`config.mk`:
```
export PLATFORM = sky130hd
export DESIGN_NAME = ctrl_mat_mult_p_flat
export DESIGN_NICKNAME = d
export VERILOG_FILES = /design/src/rtl/ctrl_mat_mult_p_pkg.sv /design/src/rtl/ctrl_mat_mult_p_if.sv /design/src/rtl/ctrl_mat_mult_p_index_gen.sv /design/src/rtl/ctrl_mat_mult_p.sv /design/src/flat_wrapper.sv
export SDC_FILE = /design/constraint.sdc
export NUM_CORES = 1
export LEC_CHECK = 0
export CAP_MARGIN = 20
export CORE_MARGIN = 3
export CORE_UTILIZATION = 41
export DETAILED_ROUTE_END_ITERATION = 12
export PLACE_DENSITY = 0.66
export SETUP_SLACK_MARGIN = 0.1
export SLEW_MARGIN = 0
export SYNTH_ARGS = -nofsm -noshare
export SYNTH_HDL_FRONTEND = slang
export SYNTH_SLANG_ARGS = --single-unit
```
`constraint.sdc`:
```
create_clock -name clk -period 3.6 [get_ports clk]
set_input_delay 0.54 -clock clk [delete_from_list [all_inputs] [get_ports clk]]
set_output_delay 0.54 -clock clk [all_outputs]
set_load 0.005 [all_outputs]
```
`src/rtl/ctrl_mat_mult_p_pkg.sv`:
```
// Shared definitions for the matrix-multiply controller: FSM state
// encoding, legal MAC latency range and a width helper.
package mat_mult_pkg;

  typedef enum logic [1:0] {
    ST_IDLE  = 2'd0,
    ST_RUN   = 2'd1,
    ST_DRAIN = 2'd2,
    ST_DONE  = 2'd3
  } mm_state_e;

  localparam int MAC_LAT_MIN = 1;
  localparam int MAC_LAT_MAX = 8;

  // Drain counter must hold values up to MAC_LAT_MAX-1.
  localparam int DRAIN_W = $clog2(MAC_LAT_MAX + 1);

  // Bit width able to index n items; never narrower than one bit.
  function automatic int cw(input int n);
    return (n > 1) ? $clog2(n) : 1;
  endfunction

endpackage

```
`src/rtl/ctrl_mat_mult_p_if.sv`:
```
// Command/status bundle between a requester and ctrl_mat_mult_p.
// stall_count is present only when CTRL_MM_PERF_EN is defined.
interface ctrl_mat_mult_p_if #(
  parameter int M   = 8,
  parameter int N   = 8,
  parameter int K   = 8,
  parameter int CCW = 16
);
  import mat_mult_pkg::*;

  localparam int AW = cw(M * K);
  localparam int BW = cw(K * N);
  localparam int WW = cw(M * N);

  logic           start;
  logic           abort;
  logic           stall;
  logic           load;
  logic           mac_en;
  logic           mac_clr;
  logic [AW-1:0]  a_addr;
  logic [BW-1:0]  b_addr;
  logic           wr_en;
  logic [WW-1:0]  wr_addr;
  logic           busy;
  logic           done;
  logic [CCW-1:0] clock_count;
`ifdef CTRL_MM_PERF_EN
  logic [CCW-1:0] stall_count;
`endif

  modport master (
    output start, abort, stall,
    input  load, mac_en, mac_clr, a_addr, b_addr, wr_en, wr_addr,
           busy, done, clock_count
`ifdef CTRL_MM_PERF_EN
    , input stall_count
`endif
  );

  modport slave (
    input  start, abort, stall,
    output load, mac_en, mac_clr, a_addr, b_addr, wr_en, wr_addr,
           busy, done, clock_count
`ifdef CTRL_MM_PERF_EN
    , output stall_count
`endif
  );

endinterface

```
`src/rtl/ctrl_mat_mult_p_index_gen.sv`:
```
// Row/col/k iteration counters for the matrix-multiply controller.
// k runs fastest, then col, then row; each wraps to 0 and carries.
module mm_index_gen
  import mat_mult_pkg::*;
#(
  parameter int M  = 8,
  parameter int N  = 8,
  parameter int K  = 8,
  parameter int RW = cw(M),
  parameter int CW = cw(N),
  parameter int KW = cw(K)
) (
  input  logic          clk,
  input  logic          reset_n,
  input  logic          i_clr,
  input  logic          i_adv,
  output logic [RW-1:0] o_row,
  output logic [CW-1:0] o_col,
  output logic [KW-1:0] o_k,
  output logic          o_last
);

  localparam logic [RW-1:0] ROW_MAX = RW'(M - 1);
  localparam logic [CW-1:0] COL_MAX = CW'(N - 1);
  localparam logic [KW-1:0] K_MAX   = KW'(K - 1);

  logic [RW-1:0] r_row;
  logic [CW-1:0] r_col;
  logic [KW-1:0] r_k;

  // Step the (row,col,k) triple once per advance; clear returns to origin.
  always_ff @(posedge clk or negedge reset_n) begin
    if (!reset_n) begin
      r_row <= '0;
      r_col <= '0;
      r_k   <= '0;
    end else if (i_clr) begin
      r_row <= '0;
      r_col <= '0;
      r_k   <= '0;
    end else if (i_adv) begin
      if (r_k == K_MAX) begin
        r_k <= '0;
        if (r_col == COL_MAX) begin
          r_col <= '0;
          if (r_row == ROW_MAX) begin
            r_row <= '0;
          end else begin
            r_row <= r_row + RW'(1);
          end
        end else begin
          r_col <= r_col + CW'(1);
        end
      end else begin
        r_k <= r_k + KW'(1);
      end
    end
  end

  assign o_row  = r_row;
  assign o_col  = r_col;
  assign o_k    = r_k;
  assign o_last = (r_row == ROW_MAX) && (r_col == COL_MAX) && (r_k == K_MAX);

endmodule

```
`src/rtl/ctrl_mat_mult_p.sv`:
```
// Matrix-multiply sequencing controller: walks (row,col,k), drives operand
// fetch and MAC control, and emits result writes MAC_LAT cycles after the
// last k of each element. Optional macro CTRL_MM_PERF_EN adds stall_count.
module ctrl_mat_mult_p
  import mat_mult_pkg::*;
#(
  parameter int M       = 8,
  parameter int N       = 8,
  parameter int K       = 8,
  parameter int MAC_LAT = 1,
  parameter int CCW     = 16
) (
  input logic               clk,
  input logic               reset_n,
  ctrl_mat_mult_p_if.slave  bus
);

  localparam int RW = cw(M);
  localparam int CW = cw(N);
  localparam int KW = cw(K);
  localparam int AW = cw(M * K);
  localparam int BW = cw(K * N);
  localparam int WW = cw(M * N);

  localparam logic [KW-1:0]      K_MAX     = KW'(K - 1);
  localparam logic [DRAIN_W-1:0] DRAIN_END = DRAIN_W'(MAC_LAT - 1);
  localparam logic [CCW-1:0]     CNT_MAX   = {CCW{1'b1}};

  mm_state_e          r_state;
  logic               r_busy;
  logic               r_done;
  logic [DRAIN_W-1:0] r_drain_cnt;
  logic [CCW-1:0]     r_clk_cnt;
  logic               r_pipe_vld  [MAC_LAT];
  logic [WW-1:0]      r_pipe_addr [MAC_LAT];

  logic [RW-1:0] w_row;
  logic [CW-1:0] w_col;
  logic [KW-1:0] w_k;
  logic          w_last;
  logic          w_active;
  logic          w_start_run;
  logic          w_issue;
  logic          w_push;
  logic          w_wr;
  logic [WW-1:0] w_push_addr;

  // A run occupies RUN and DRAIN; abort and stall both suppress issue.
  assign w_active    = (r_state == ST_RUN) || (r_state == ST_DRAIN);
  assign w_start_run = (r_state == ST_IDLE) && bus.start && !bus.abort;
  assign w_issue     = (r_state == ST_RUN) && !bus.stall && !bus.abort;
  assign w_push      = w_issue && (w_k == K_MAX);
  assign w_push_addr = WW'(w_row) * WW'(N) + WW'(w_col);
  assign w_wr        = r_pipe_vld[MAC_LAT-1] && !bus.stall && !bus.abort;

  mm_index_gen #(
    .M  (M),
    .N  (N),
    .K  (K),
    .RW (RW),
    .CW (CW),
    .KW (KW)
  ) u_index_gen (
    .clk     (clk),
    .reset_n (reset_n),
    .i_clr   (w_start_run || bus.abort),
    .i_adv   (w_issue),
    .o_row   (w_row),
    .o_col   (w_col),
    .o_k     (w_k),
    .o_last  (w_last)
  );

  // Run-sequencing FSM with registered busy/done flags.
  always_ff @(posedge clk or negedge reset_n) begin
    if (!reset_n) begin
      r_state     <= ST_IDLE;
      r_busy      <= 1'b0;
      r_done      <= 1'b0;
      r_drain_cnt <= '0;
    end else if (bus.abort && (r_state != ST_IDLE)) begin
      r_state     <= ST_IDLE;
      r_busy      <= 1'b0;
      r_done      <= 1'b0;
      r_drain_cnt <= '0;
    end else begin
      case (r_state)
        ST_IDLE: begin
          if (bus.start) begin
            r_state <= ST_RUN;
            r_busy  <= 1'b1;
          end
        end
        ST_RUN: begin
          if (!bus.stall && w_last) begin
            r_state     <= ST_DRAIN;
            r_drain_cnt <= '0;
          end
        end
        ST_DRAIN: begin
          if (!bus.stall) begin
            if (r_drain_cnt == DRAIN_END) begin
              r_state <= ST_DONE;
              r_busy  <= 1'b0;
              r_done  <= 1'b1;
            end else begin
              r_drain_cnt <= r_drain_cnt + DRAIN_W'(1);
            end
          end
        end
        ST_DONE: begin
          // Level start held high keeps us here; no automatic restart.
          if (!bus.start) begin
            r_state <= ST_IDLE;
            r_done  <= 1'b0;
          end
        end
        default: begin
          r_state <= ST_IDLE;
          r_busy  <= 1'b0;
          r_done  <= 1'b0;
        end
      endcase
    end
  end

  // Write-back pipeline: carries the C address MAC_LAT unstalled cycles.
  always_ff @(posedge clk or negedge reset_n) begin
    if (!reset_n) begin
      for (int i = 0; i < MAC_LAT; i++) begin
        r_pipe_vld[i]  <= 1'b0;
        r_pipe_addr[i] <= '0;
      end
    end else if (bus.abort) begin
      for (int i = 0; i < MAC_LAT; i++) begin
        r_pipe_vld[i]  <= 1'b0;
        r_pipe_addr[i] <= '0;
      end
    end else if (!bus.stall) begin
      r_pipe_vld[0]  <= w_push;
      r_pipe_addr[0] <= w_push_addr;
      for (int i = 1; i < MAC_LAT; i++) begin
        r_pipe_vld[i]  <= r_pipe_vld[i-1];
        r_pipe_addr[i] <= r_pipe_addr[i-1];
      end
    end
  end

  // Saturating run-length counter, stalled cycles included.
  always_ff @(posedge clk or negedge reset_n) begin
    if (!reset_n) begin
      r_clk_cnt <= '0;
    end else if (w_start_run) begin
      r_clk_cnt <= '0;
    end else if (w_active && (r_clk_cnt != CNT_MAX)) begin
      r_clk_cnt <= r_clk_cnt + CCW'(1);
    end
  end

`ifdef CTRL_MM_PERF_EN
  logic [CCW-1:0] r_stall_cnt;

  // Saturating count of stalled run cycles.
  always_ff @(posedge clk or negedge reset_n) begin
    if (!reset_n) begin
      r_stall_cnt <= '0;
    end else if (w_start_run) begin
      r_stall_cnt <= '0;
    end else if (w_active && bus.stall && !bus.abort && (r_stall_cnt != CNT_MAX)) begin
      r_stall_cnt <= r_stall_cnt + CCW'(1);
    end
  end

  assign bus.stall_count = r_stall_cnt;
`endif

  assign bus.load        = w_issue;
  assign bus.mac_en      = w_issue;
  assign bus.mac_clr     = w_issue && (w_k == {KW{1'b0}});
  assign bus.a_addr      = AW'(w_row) * AW'(K) + AW'(w_k);
  assign bus.b_addr      = BW'(w_k) * BW'(N) + BW'(w_col);
  assign bus.wr_en       = w_wr;
  assign bus.wr_addr     = r_pipe_addr[MAC_LAT-1];
  assign bus.busy        = r_busy;
  assign bus.done        = r_done;
  assign bus.clock_count = r_clk_cnt;

endmodule

```
`src/flat_wrapper.sv`:
```
// flat-port wrapper written by rule: the top's interface ports become plain ports
module ctrl_mat_mult_p_flat import mat_mult_pkg::*;
#(
  parameter int M       = 8,
  parameter int N       = 8,
  parameter int K       = 8,
  parameter int MAC_LAT = 1,
  parameter int CCW     = 16
)
  (clk, reset_n, bus_start, bus_abort, bus_stall, bus_load, bus_mac_en, bus_mac_clr, bus_a_addr, bus_b_addr, bus_wr_en, bus_wr_addr, bus_busy, bus_done, bus_clock_count);
  ctrl_mat_mult_p_if #(.M(M), .N(N), .K(K), .CCW(CCW)) bus_i ();
  input logic clk;
  input logic reset_n;
  input wire logic [$bits(bus_i.start)-1:0] bus_start;
  input wire logic [$bits(bus_i.abort)-1:0] bus_abort;
  input wire logic [$bits(bus_i.stall)-1:0] bus_stall;
  output wire logic [$bits(bus_i.load)-1:0] bus_load;
  output wire logic [$bits(bus_i.mac_en)-1:0] bus_mac_en;
  output wire logic [$bits(bus_i.mac_clr)-1:0] bus_mac_clr;
  output wire logic [$bits(bus_i.a_addr)-1:0] bus_a_addr;
  output wire logic [$bits(bus_i.b_addr)-1:0] bus_b_addr;
  output wire logic [$bits(bus_i.wr_en)-1:0] bus_wr_en;
  output wire logic [$bits(bus_i.wr_addr)-1:0] bus_wr_addr;
  output wire logic [$bits(bus_i.busy)-1:0] bus_busy;
  output wire logic [$bits(bus_i.done)-1:0] bus_done;
  output wire logic [$bits(bus_i.clock_count)-1:0] bus_clock_count;
  assign bus_i.start = bus_start;
  assign bus_i.abort = bus_abort;
  assign bus_i.stall = bus_stall;
  assign bus_load = bus_i.load;
  assign bus_mac_en = bus_i.mac_en;
  assign bus_mac_clr = bus_i.mac_clr;
  assign bus_a_addr = bus_i.a_addr;
  assign bus_b_addr = bus_i.b_addr;
  assign bus_wr_en = bus_i.wr_en;
  assign bus_wr_addr = bus_i.wr_addr;
  assign bus_busy = bus_i.busy;
  assign bus_done = bus_i.done;
  assign bus_clock_count = bus_i.clock_count;
  ctrl_mat_mult_p #(.M(M), .N(N), .K(K), .MAC_LAT(MAC_LAT), .CCW(CCW)) u_core (.clk(clk), .reset_n(reset_n), .bus(bus_i));
endmodule
```
==> impl_results.md <==
* Detailed Route WL at ~5.4 mm
* Seq cells post-synth at 40
* Syn Std Cell Area at ~2300 um^2
* Die ar. at approximately 6600 um^2
* # IOs at 45
* Synth Area per Inst at 9.272 um^2
* Multi-input combinational cell area at 1190 um^2
* Diode count at 0
* Arrival time worst endpoint at around 2.3 ns
* Vias in the first global route at 1915
* Util after Layout at 0.5512
* Dpl hpwl at between 3 and 4 mm
* Flop2flop setup slack at 1.04 ns
* Max-cap viol count at 0
* Die H at 81.34 um
* Final setup viols at 0
* Largest net degree at the start of global routing at 41
* Top cell type's share of synthesized area at 0.4301
* Antenna Nets Post-Route at 0
* Compound-gate portion of the synthesized area at 0.1269
* Initial antenna violation count at 0
* Synth cell types at between 40 and 50
* Die Wd at a little over 80 um
* CTS Hold Bufs at 0
* Area of the core at approximately 5300 um^2
* Fill cells at 496
* Max stage delay on crit path at approximately 0.64 ns
* Total CTS buffers at 5
* Max Clock Freq at 348.7 MHz
* Root buffer cell: clkbuf_8
* Relative slew slack at 0.4079
* Worst VDD drop at about 300 uV
* Router iterations before antenna repair at 4
* FF-to-FF End: u_core.bus.clock_count[15]$_DFFE_PN0P_
* Clock skew at 0.009648 ns
* First-pass GRT wire length at between 9 and 10 mm
* Register area at between 1000 and 1500 um^2
* CP Capture Type: output port
* H-Tree Depth at 2
* Combinational family with the most area after synthesis: simple AND/OR/NAND/NOR gates
* Final Non-Filler Cells at about 360
* Crit Path Max Fanout at 14
* Most area-hungry cell type in the Yosys netlist: dfrtp_1
* Synth Area in Simple Gates at 0.2425
* Worst-Margin Slew at 0.8881 ns
* Clock transition at path regs at ~0.080 ns
* DRC Markers at 0
* Fin. max-slew vios at 0
* Synth Instances at around 250
* Worst-path cell chain: clkdlybuf4s50_1 -> nor2_1 -> nand2_1 -> inv_1 -> clkdlybuf4s50_1
* GR Overflow Total at 0
* Row count at 26
* Hold crit path type: in2async
* Minimum clock period at ~2.9 ns
* DR vias/cell at 5.441
* CTS sink count at 40
* Total Power at ~0.0014 W
* R2R depth at 6
* I/O Buffers at 44
* Design Area, Final at 2923 um^2
* Sequential area share after synthesis at 0.4301
* Layout cells sized above 1 at 0.07850
* Commonest cells post-synth: dfrtp_1, a21oi_1, nand2_1, nor2_1, o21ai_0
* Asr flop ratio synth at 1.000
* WS Path Type: in2out
* R2r startpoint: u_core.r_state[0]$_DFFE_PN0P_
* Dominant cells by area after synthesis: dfrtp_1, ha_1, mux2i_1, a21oi_1, o21ai_0
* Req. time, crit path at ~3.1 ns
* Hold Fails Final Rpt at 0
* Routability Congestion at around 0.8
* Mux cell area share after synthesis at 0.06129
* 1st-iter DRT viols at 113
* Yosys warns at 0
* Setup Total Neg Slack at 0 ns
* Static Leakage at 1.238 nW
* Pwr dens at 481.5 nW/um^2
* CTS max path bufs at 2
* Tot GR Track Use at 0.1819
* CP endpoint: bus_load
* CTS tree: done
* Count leader, synth: dfrtp_1
* Vias at between 1.5k and 2k
* Post-synth EDFFs at 0
* Outcome: complete, no violations
* Synth Area in XOR/XNOR at 0
* CP Launch Type: input pin
* Syn_nets at ~270
* Slowest cell on crit path: clkdlybuf4s50_1
* Crit-path most repeated cell: clkdlybuf4s50_1
* Dpl cells at approximately 360
* Post-cts resize count at 0
* Initial Util at 0.4389
* Area share of fa/ha/maj cells after synthesis at 0.08065
* Worst setup path start: bus_abort
* WL/cell at between 10 and 15 um
* DP Area at between 2000 and 3000 um^2
* Setup bufs post-CTS at 0
* Clk Latency, worst-skew pair at between 0.2 and 0.3 ns
* Fin crit share at 0.7965
* Synth Flop Type: dfrtp_1
* Unrepaired setup endpoints after global routing: false
* Final nets at about 310
* Layout area overhead at 25.59%
-- routing by layer --
layer | up-vias | global-route usage | routed length [um]
met5 | - | 0 | 0
met4 | 0 | 0.04730 | 53
met3 | 5 | 0.03659 | 205
met2 | 38 | 0.2744 | 2423
met1 | 951 | 0.2646 | 2753
li1 | 981 | - | -
-- through the flow --
stage	setup slack [ns]	hold slack (ns)
after global routing	0.5691	0.4380
after detailed placement	0.7252	0.4887
after global placement	0.7746	0.4977
after CTS	0.7236	0.4043
after floorplan	1.325	0.2444
final	0.7325	0.3686
-- registers in the layout, indices dropped and copies added, names as in the netlist --
register / count
u_core.bus.clock_count: 16
u_core.bus.wr_addr: 6
u_core.r_drain_cnt: 4
u_core.u_index_gen.o_col: 3
u_core.u_index_gen.o_k: 3
u_core.u_index_gen.o_row: 3
u_core.r_state: 2
u_core.bus.busy: 1
u_core.bus.done: 1
u_core.r_pipe_vld: 1
-- cells in the final DEF, fill, tap and decap left out, types with 2 or more instances in the layout --
master / count
a21oi_1: 21
nand3b_1: 4
nor2_1: 19
inv_1: 16
o31ai_1: 5
o21ai_0: 17
clkbuf_8: 7
or4_1: 3
nor4_1: 2
ha_1: 15
nand2_1: 21
or3_2: 2
and3_1: 2
a211oi_1: 2
nand3_1: 11
or3_1: 8
dfrtp_1: 40
nor3_1: 7
buf_4: 3
mux2i_1: 12
clkdlybuf4s50_1: 43
nor3b_1: 2
nand2b_1: 3
nand4_1: 7
mux2_2: 2
-- where the power goes --
part           switching (W)  internal (W)  leakage (nW)
Combinational       0.000242      0.000197         0.626
Sequential         0.0000643      0.000495         0.548
Clock               0.000165      0.000245        0.0645
Total               0.000471      0.000936          1.24
-- how the worst min path moves through the flow --
stage,from,cells after the start,slack [ns],to
2_1_floorplan,reset_n,0,0.24,u_core.bus.busy$_DFFE_PN0P_
3_3_place_gp,u_core.r_drain_cnt[3]$_DFFE_PN0P_,1,0.50,u_core.r_drain_cnt[3]$_DFFE_PN0P_
3_5_place_dp,u_core.r_drain_cnt[3]$_DFFE_PN0P_,1,0.49,u_core.r_drain_cnt[3]$_DFFE_PN0P_
4_1_cts,reset_n,1,0.40,u_core.u_index_gen.o_k[2]$_DFFE_PN0P_
5_1_grt,reset_n,1,0.44,u_core.bus.clock_count[15]$_DFFE_PN0P_
6_report,reset_n,1,0.37,u_core.u_index_gen.o_k[2]$_DFFE_PN0P_
-- worst max-delay path, delay by kind of cell --
family | cells | cell delay (ns)
buf+inv | 3 | 1.42
simple gates | 2 | 0.37
-- area by class of cell --
class | instances | area share
timing repair buffer | 47 | 0.1567
clock inverter | 1 | 0.01027
tap | 70 | 0.02997
inverter | 16 | 0.02055
multi-input combinational | 182 | 0.4071
clock buffer | 7 | 0.03296
sequential | 40 | 0.3425
-- cell families (layout without fill, tap and decap cells) --
logic type | count (synthesis) | count (layout)
and+or+nand+nor | 102 | 102
AOI/OAI and AO/OA | 51 | 51
DFF | 40 | 40
buffers and inverters | 29 | 71
adders and majority gates | 15 | 15
muxes | 14 | 14
Note: power is estimated with default switching activity, not from simulation.
